File: config.mk
export PLATFORM = sky130hd
export DESIGN_NAME = imem_arbiter_flat
export DESIGN_NICKNAME = d
export VERILOG_FILES = /design/src/rtl/imem_arbiter_if.sv /design/src/rtl/imem_arbiter.sv /design/src/flat_wrapper.sv
export SDC_FILE = /design/constraint.sdc
export NUM_CORES = 1
export LEC_CHECK = 0
export CAP_MARGIN = 10
export CORE_AREA = 2 2 118 120
export CTS_BUF_LIST = sky130_fd_sc_hd__clkbuf_16
export CTS_CLUSTER_DIAMETER = 100
export DETAILED_ROUTE_END_ITERATION = 7
export DIE_AREA = 0 0 120 122
export PLACE_DENSITY = 0.48
export REMOVE_ABC_BUFFERS = 1
export SETUP_SLACK_MARGIN = 0.3
export SKIP_LAST_GASP = 1
export SYNTH_ARGS = -nofsm -noshare
export SYNTH_HDL_FRONTEND = slang
export SYNTH_SLANG_ARGS = --single-unit
File: constraint.sdc
create_clock -name clk -period 2.5 [get_ports clk]
set_input_delay 0.25 -clock clk [delete_from_list [all_inputs] [get_ports clk]]
set_output_delay 0.25 -clock clk [all_outputs]
set_load 0.1 [all_outputs]
File: src/rtl/imem_arbiter_if.sv
// ----------------------------------------------------------------------------
// imem_arbiter_if
// Bundles the fetch-port, loader-port and memory-port signals of the
// instruction-memory arbiter.
//   fetch : f_req, f_addr -> f_gnt, f_rvalid, f_rdata, f_err
//   loader: l_req, l_we, l_addr, l_wdata, l_lock -> l_gnt, l_rvalid, l_rdata, l_err
//   memory: mem_en, mem_we, mem_addr, mem_wdata <- mem_rdata
// modport slave  : the arbiter side
// modport master : the requesters and the memory array side
// ----------------------------------------------------------------------------
interface imem_arbiter_if #(
    parameter int ADDR_W     = 64,
    parameter int DEPTH_LOG2 = 7
);
    logic                  f_req;
    logic [ADDR_W-1:0]     f_addr;
    logic                  f_gnt;
    logic                  f_rvalid;
    logic [31:0]           f_rdata;
    logic                  f_err;

    logic                  l_req;
    logic                  l_we;
    logic [ADDR_W-1:0]     l_addr;
    logic [31:0]           l_wdata;
    logic                  l_lock;
    logic                  l_gnt;
    logic                  l_rvalid;
    logic [31:0]           l_rdata;
    logic                  l_err;

    logic                  mem_en;
    logic                  mem_we;
    logic [DEPTH_LOG2-1:0] mem_addr;
    logic [31:0]           mem_wdata;
    logic [31:0]           mem_rdata;

    modport slave (
        input  f_req, f_addr,
        output f_gnt, f_rvalid, f_rdata, f_err,
        input  l_req, l_we, l_addr, l_wdata, l_lock,
        output l_gnt, l_rvalid, l_rdata, l_err,
        output mem_en, mem_we, mem_addr, mem_wdata,
        input  mem_rdata
    );

    modport master (
        output f_req, f_addr,
        input  f_gnt, f_rvalid, f_rdata, f_err,
        output l_req, l_we, l_addr, l_wdata, l_lock,
        input  l_gnt, l_rvalid, l_rdata, l_err,
        input  mem_en, mem_we, mem_addr, mem_wdata,
        output mem_rdata
    );
endinterface

File: src/rtl/imem_arbiter.sv
// ----------------------------------------------------------------------------
// imem_arbiter
// Shares a single-ported, synchronous-read instruction memory between the
// core fetch path and the program loader/debug port. At most one memory
// access per cycle; misaligned or out-of-range requests are answered with an
// error response without touching memory. Read data returns one cycle after
// the grant, straight from the memory read port.
// Ports:
//   clk  - clock
//   rst  - synchronous active-high reset
//   bus  - imem_arbiter_if.slave (fetch, loader and memory signals)
// ----------------------------------------------------------------------------
module imem_arbiter #(
    parameter int ADDR_W       = 64,
    parameter int DEPTH_LOG2   = 7,
    parameter int STARVE_LIMIT = 4
) (
    input  logic              clk,
    input  logic              rst,
    imem_arbiter_if.slave     bus
);

    localparam logic [2:0] STARVE_MAX = 3'(STARVE_LIMIT);

    // Who owns the read data arriving from memory in the current cycle.
    typedef enum logic [1:0] {
        OWN_NONE,
        OWN_FETCH,
        OWN_LOADER
    } owner_t;

    owner_t     owner_q, owner_d;
    logic       f_err_q, f_err_d;
    logic       l_err_q, l_err_d;
    logic [2:0] starve_q, starve_d;

    logic f_bad, l_bad;
    logic f_bad_req, l_bad_req;
    logic f_good_req, l_good_req;
    logic f_win, l_win;
    logic f_gnt_c, l_gnt_c;
    logic mem_en_c, mem_we_c;

    always_ff @(posedge clk) begin
        if (rst) begin
            owner_q  <= OWN_NONE;
            f_err_q  <= 1'b0;
            l_err_q  <= 1'b0;
            starve_q <= 3'd0;
        end else begin
            owner_q  <= owner_d;
            f_err_q  <= f_err_d;
            l_err_q  <= l_err_d;
            starve_q <= starve_d;
        end
    end

    always_comb begin
        f_bad      = (bus.f_addr[2:0] != 3'b000) ||
                     (bus.f_addr[ADDR_W-1:DEPTH_LOG2+3] != '0);
        l_bad      = (bus.l_addr[2:0] != 3'b000) ||
                     (bus.l_addr[ADDR_W-1:DEPTH_LOG2+3] != '0);
        f_bad_req  = bus.f_req && f_bad;
        l_bad_req  = bus.l_req && l_bad;
        f_good_req = bus.f_req && !f_bad;
        l_good_req = bus.l_req && !l_bad;

        // Loader wins when locked, when it has been starved long enough, or
        // when fetch has nothing valid to ask for.
        l_win = l_good_req &&
                (bus.l_lock || (starve_q == STARVE_MAX) || !f_good_req);
        f_win = f_good_req && !bus.l_lock && !l_win;

        // Bad requests are answered without arbitration, but the lock still
        // keeps fetch out completely.
        f_gnt_c = f_win || (f_bad_req && !bus.l_lock);
        l_gnt_c = l_win || l_bad_req;

        mem_en_c = !rst && (f_win || l_win);
        mem_we_c = mem_en_c && l_win && bus.l_we;

        owner_d = OWN_NONE;
        if (mem_en_c && !mem_we_c) begin
            owner_d = l_win ? OWN_LOADER : OWN_FETCH;
        end

        f_err_d = f_bad_req && !bus.l_lock;
        l_err_d = l_bad_req;

        // Only good, denied loader requests count toward starvation.
        starve_d = starve_q;
        if (!bus.l_req || l_gnt_c) begin
            starve_d = 3'd0;
        end else if (l_good_req && (starve_q != STARVE_MAX)) begin
            starve_d = starve_q + 3'd1;
        end
    end

    assign bus.f_gnt     = f_gnt_c;
    assign bus.l_gnt     = l_gnt_c;
    assign bus.mem_en    = mem_en_c;
    assign bus.mem_we    = mem_we_c;
    assign bus.mem_addr  = l_win ? bus.l_addr[DEPTH_LOG2+2:3]
                                 : bus.f_addr[DEPTH_LOG2+2:3];
    assign bus.mem_wdata = bus.l_wdata;

    // Responses are masked while reset is high so that a read granted just
    // before reset never surfaces.
    assign bus.f_rvalid = !rst && ((owner_q == OWN_FETCH) || f_err_q);
    assign bus.f_err    = !rst && f_err_q;
    assign bus.f_rdata  = (!rst && (owner_q == OWN_FETCH)) ? bus.mem_rdata : 32'd0;

    assign bus.l_rvalid = !rst && ((owner_q == OWN_LOADER) || l_err_q);
    assign bus.l_err    = !rst && l_err_q;
    assign bus.l_rdata  = (!rst && (owner_q == OWN_LOADER)) ? bus.mem_rdata : 32'd0;

endmodule

File: src/flat_wrapper.sv
// flat-port wrapper written by rule: the top's interface ports become plain ports
module imem_arbiter_flat 
#(
    parameter int ADDR_W       = 64,
    parameter int DEPTH_LOG2   = 7,
    parameter int STARVE_LIMIT = 4
)
  (clk, rst, bus_f_req, bus_f_addr, bus_f_gnt, bus_f_rvalid, bus_f_rdata, bus_f_err, bus_l_req, bus_l_we, bus_l_addr, bus_l_wdata, bus_l_lock, bus_l_gnt, bus_l_rvalid, bus_l_rdata, bus_l_err, bus_mem_en, bus_mem_we, bus_mem_addr, bus_mem_wdata, bus_mem_rdata);
  imem_arbiter_if #(.ADDR_W(ADDR_W), .DEPTH_LOG2(DEPTH_LOG2)) bus_i ();
  input  logic clk;
  input  logic rst;
  input wire logic [$bits(bus_i.f_req)-1:0] bus_f_req;
  input wire logic [$bits(bus_i.f_addr)-1:0] bus_f_addr;
  output wire logic [$bits(bus_i.f_gnt)-1:0] bus_f_gnt;
  output wire logic [$bits(bus_i.f_rvalid)-1:0] bus_f_rvalid;
  output wire logic [$bits(bus_i.f_rdata)-1:0] bus_f_rdata;
  output wire logic [$bits(bus_i.f_err)-1:0] bus_f_err;
  input wire logic [$bits(bus_i.l_req)-1:0] bus_l_req;
  input wire logic [$bits(bus_i.l_we)-1:0] bus_l_we;
  input wire logic [$bits(bus_i.l_addr)-1:0] bus_l_addr;
  input wire logic [$bits(bus_i.l_wdata)-1:0] bus_l_wdata;
  input wire logic [$bits(bus_i.l_lock)-1:0] bus_l_lock;
  output wire logic [$bits(bus_i.l_gnt)-1:0] bus_l_gnt;
  output wire logic [$bits(bus_i.l_rvalid)-1:0] bus_l_rvalid;
  output wire logic [$bits(bus_i.l_rdata)-1:0] bus_l_rdata;
  output wire logic [$bits(bus_i.l_err)-1:0] bus_l_err;
  output wire logic [$bits(bus_i.mem_en)-1:0] bus_mem_en;
  output wire logic [$bits(bus_i.mem_we)-1:0] bus_mem_we;
  output wire logic [$bits(bus_i.mem_addr)-1:0] bus_mem_addr;
  output wire logic [$bits(bus_i.mem_wdata)-1:0] bus_mem_wdata;
  input wire logic [$bits(bus_i.mem_rdata)-1:0] bus_mem_rdata;
  assign bus_i.f_req = bus_f_req;
  assign bus_i.f_addr = bus_f_addr;
  assign bus_f_gnt = bus_i.f_gnt;
  assign bus_f_rvalid = bus_i.f_rvalid;
  assign bus_f_rdata = bus_i.f_rdata;
  assign bus_f_err = bus_i.f_err;
  assign bus_i.l_req = bus_l_req;
  assign bus_i.l_we = bus_l_we;
  assign bus_i.l_addr = bus_l_addr;
  assign bus_i.l_wdata = bus_l_wdata;
  assign bus_i.l_lock = bus_l_lock;
  assign bus_l_gnt = bus_i.l_gnt;
  assign bus_l_rvalid = bus_i.l_rvalid;
  assign bus_l_rdata = bus_i.l_rdata;
  assign bus_l_err = bus_i.l_err;
  assign bus_mem_en = bus_i.mem_en;
  assign bus_mem_we = bus_i.mem_we;
  assign bus_mem_addr = bus_i.mem_addr;
  assign bus_mem_wdata = bus_i.mem_wdata;
  assign bus_i.mem_rdata = bus_mem_rdata;
  imem_arbiter #(.ADDR_W(ADDR_W), .DEPTH_LOG2(DEPTH_LOG2), .STARVE_LIMIT(STARVE_LIMIT)) u_core (.clk(clk), .rst(rst), .bus(bus_i));
endmodule
==> flow_metrics.tcl <==
set metrics [dict create \
    synth_xor_area_share_pct 0.6272 \
    fin_nets 636 \
    grt_use_total_pct 13.25 \
    hp-class "reg -> reg" \
    port-buffer-count 244 \
    grt_pass1_wl_mm 14.57 \
    ys.flop_type "dfxtp_1" \
    via_per_inst 3.961 \
    synth_top_family_by_area "simple AND/OR/NAND/NOR gates" \
    wl_met2_mm 4.784 \
    cts_buffers 3 \
    clk_pin_slew_ns 0.04 \
    pre_cts_ws_ns -0.4829 \
    grt_setup_unrepaired "true" \
    num_vias 2436 \
    path_class "in -> out" \
    final_common_cell "buf_12" \
    synth-simple-area-share_pct 58.33 \
    wirelength_mm 10.34 \
    avgRoutedWirePerCell_microns 16.81 \
    antenna_found_initial 0 \
    worstMarginPinSlew_ns 0.3431 \
    die_x_microns 120 \
    grt_start_max_net_pins 34 \
    status "completed" \
    ys_seq_area_share_pct 10.04 \
    antenna_left 0 \
    cts_hold_buf 0 \
    grt_pass1_vias 2551 \
    dr.pass1.iters 4 \
    r2r_start "u_core.starve_q[0]" \
    ys_types 26 \
    gp_congestion 0.7625 \
    crit_path_end "bus_mem_addr[5]" \
    cp.arrival_ns 2.17 \
    period_share_pct 96.89 \
    clock_latency_ns 0.23 \
    fillers 1414 \
    start_util_pct 10.34 \
    synthAdderAreaFrac_pct 1.792 \
    first_iter_violations 59 \
    critPathCaptureType "primary output" \
    slew_headroom_pct 77.08 \
    wl_met1_mm 3.522 \
    fp-row-count 43 \
    worstPathRequired_ns 2.25 \
    clockRootBuffer "clkbuf_16" \
    drive_gt1_share_pct 44.83 \
    tns_ns 0 \
    finalHoldViolCount 0 \
    vdd_drop_max_mv 0.1134 \
    dpl_cell_area_sq_um 4687 \
    die_h_microns 122 \
    fin_area_sq_um 4991 \
    antenna_cells 0 \
    p_leak_nw 2.060 \
    max-cap-violations 0 \
    synthArstFlopShare_pct 0 \
    synth-edff-count 0 \
    worstPathMaxFanout 7 \
    critPathLaunch "bus_f_addr[62]" \
    yosys_warnings 0 \
    synthCells 198 \
    dr_wl_met3_mm 1.708 \
    cts_tree "done" \
    clock-sinks 7 \
    grt.overflow.total 0 \
    final_max_slew_viol_count 0 \
    setup_violations 0 \
    setup_ws_ns 0.07787 \
    reg2reg_to "u_core.starve_q[2]" \
    yosys_register_bits 7 \
    htree_num_levels 1 \
    fmax_mhz 412.9 \
    powerDensity_nw_per_um2 156.2 \
    drc 0 \
    areaGrowthSynthToFinish_pct 257.4 \
    clk_path_buf_depth 2 \
    reg2reg_slack_ns 0.95 \
    synth_compound_area_share_pct 3.315 \
    final-seq-area_sq_um 140.1 \
    r2r.worst_path.cells 8 \
    die-area_sq_um 14640 \
    period_minus_slack_ns 2.422 \
    clock_skew_ns 0.001173 \
    syn_area_sq_um 1396 \
    synthMuxAreaShare_pct 5.645 \
    dr.max_layer_used "met5" \
    core_sq_um 13500 \
    syn_area_per_cell_sq_um 7.052 \
    multi_input_comb_area_sq_um 1222 \
    layout_common_cells "buf_12, and2_1, clkdlybuf4s50_1" \
    ios 309 \
    hpwl_mm 9.030 \
    cp-start-kind "input pin" \
]
[cells by family after synthesis]
family,after synthesis
and+or+nand+nor,134
buffers and inverters,43
muxes,7
DFF,7
AOI/OAI and AO/OA,4
adders and majority gates,2
xor gates and xnor gates,1
[synth_stat cells, types with 3 or more instances]
| cell type | count | area (sq um) |
|---|---|---|
| nor2_1 | 5 | 18.77 |
| dfxtp_1 | 7 | 140.1 |
| mux2_2 | 7 | 78.83 |
| inv_1 | 4 | 15.01 |
| nand3_1 | 4 | 20.02 |
| buf_4 | 32 | 240.2 |
| nor3_1 | 5 | 25.02 |
| nor3b_1 | 3 | 22.52 |
| clkbuf_1 | 6 | 22.52 |
| nand4_1 | 7 | 43.79 |
| and2_1 | 65 | 406.6 |
| nand2_1 | 7 | 26.28 |
| nor2b_1 | 5 | 31.28 |
| nor4_1 | 27 | 168.9 |
[power breakdown]
group          internal, mW  switching (mW)  total, mW  leakage, nW
clock network         0.208          0.0583      0.266       0.0423
registers             0.114        0.000199      0.114       0.0568
logic                 0.235           0.165      0.400         1.96
[layout make-up]
type                       instances  area share (%)
clock inverter                     1         0.07521
inverter                           4          0.3008
timing repair buffer             272           66.31
tap                              180           4.512
multi-input combinational        148           24.49
clock buffer                       3           1.504
sequential                         7           2.808
[layer usage]
metal,vias to the layer above,global-route usage [%]
li1,1133,-
met4,4,3.897
met3,16,8.380
met1,1054,13.38
met2,229,21.91
met5,-,7.292
[repair_timing]
action                                  CTS  global route
endpoints found under the setup margin   11            11
resized for setup                       260            41
buffers inserted                         13             3
pin swaps                                41            24
[registers in the layout, summed over array words and instances, names as in the netlist]
name,count
u_core.owner_q,2
u_core.starve_q,3
u_core.l_err_q,1
u_core.f_err_q,1
[metrics by stage]
step	hold slack, ns	std cells	power [mW]	utilization, %
final	0.4547	615	0.7798	36.96
after global routing	0.4953	615	0.8159	36.96
after CTS	0.4577	612	0.7778	35.99
after detailed placement	0.4519	595	0.5391	34.71
after global placement	0.4361	595	0.5336	34.71
after floorplan	0.4097	159	0.2133	-
[worst max-delay path, cell delays in order]
cell and delay [ns]:
buf_2 0.10, nor4_2 0.26, nand4_1 0.18, or4_4 0.54, o211ai_4 0.19, buf_12 0.15
mux2_4 0.32, buf_12 0.17
[worst min path at each step]
stage | start | end | slack (ns) | cells past startpoint
after CTS | u_core.starve_q[0] | u_core.starve_q[0] | 0.46 | 1
after floorplan | bus_l_req | u_core.l_err_q | 0.41 | 2
final | u_core.starve_q[0] | u_core.starve_q[0] | 0.45 | 1
after detailed placement | u_core.starve_q[0] | u_core.starve_q[0] | 0.45 | 1
after global placement | u_core.starve_q[0] | u_core.starve_q[0] | 0.44 | 1
after global routing | u_core.starve_q[0] | u_core.starve_q[0] | 0.50 | 1
Power figures use the tool's default switching activity.
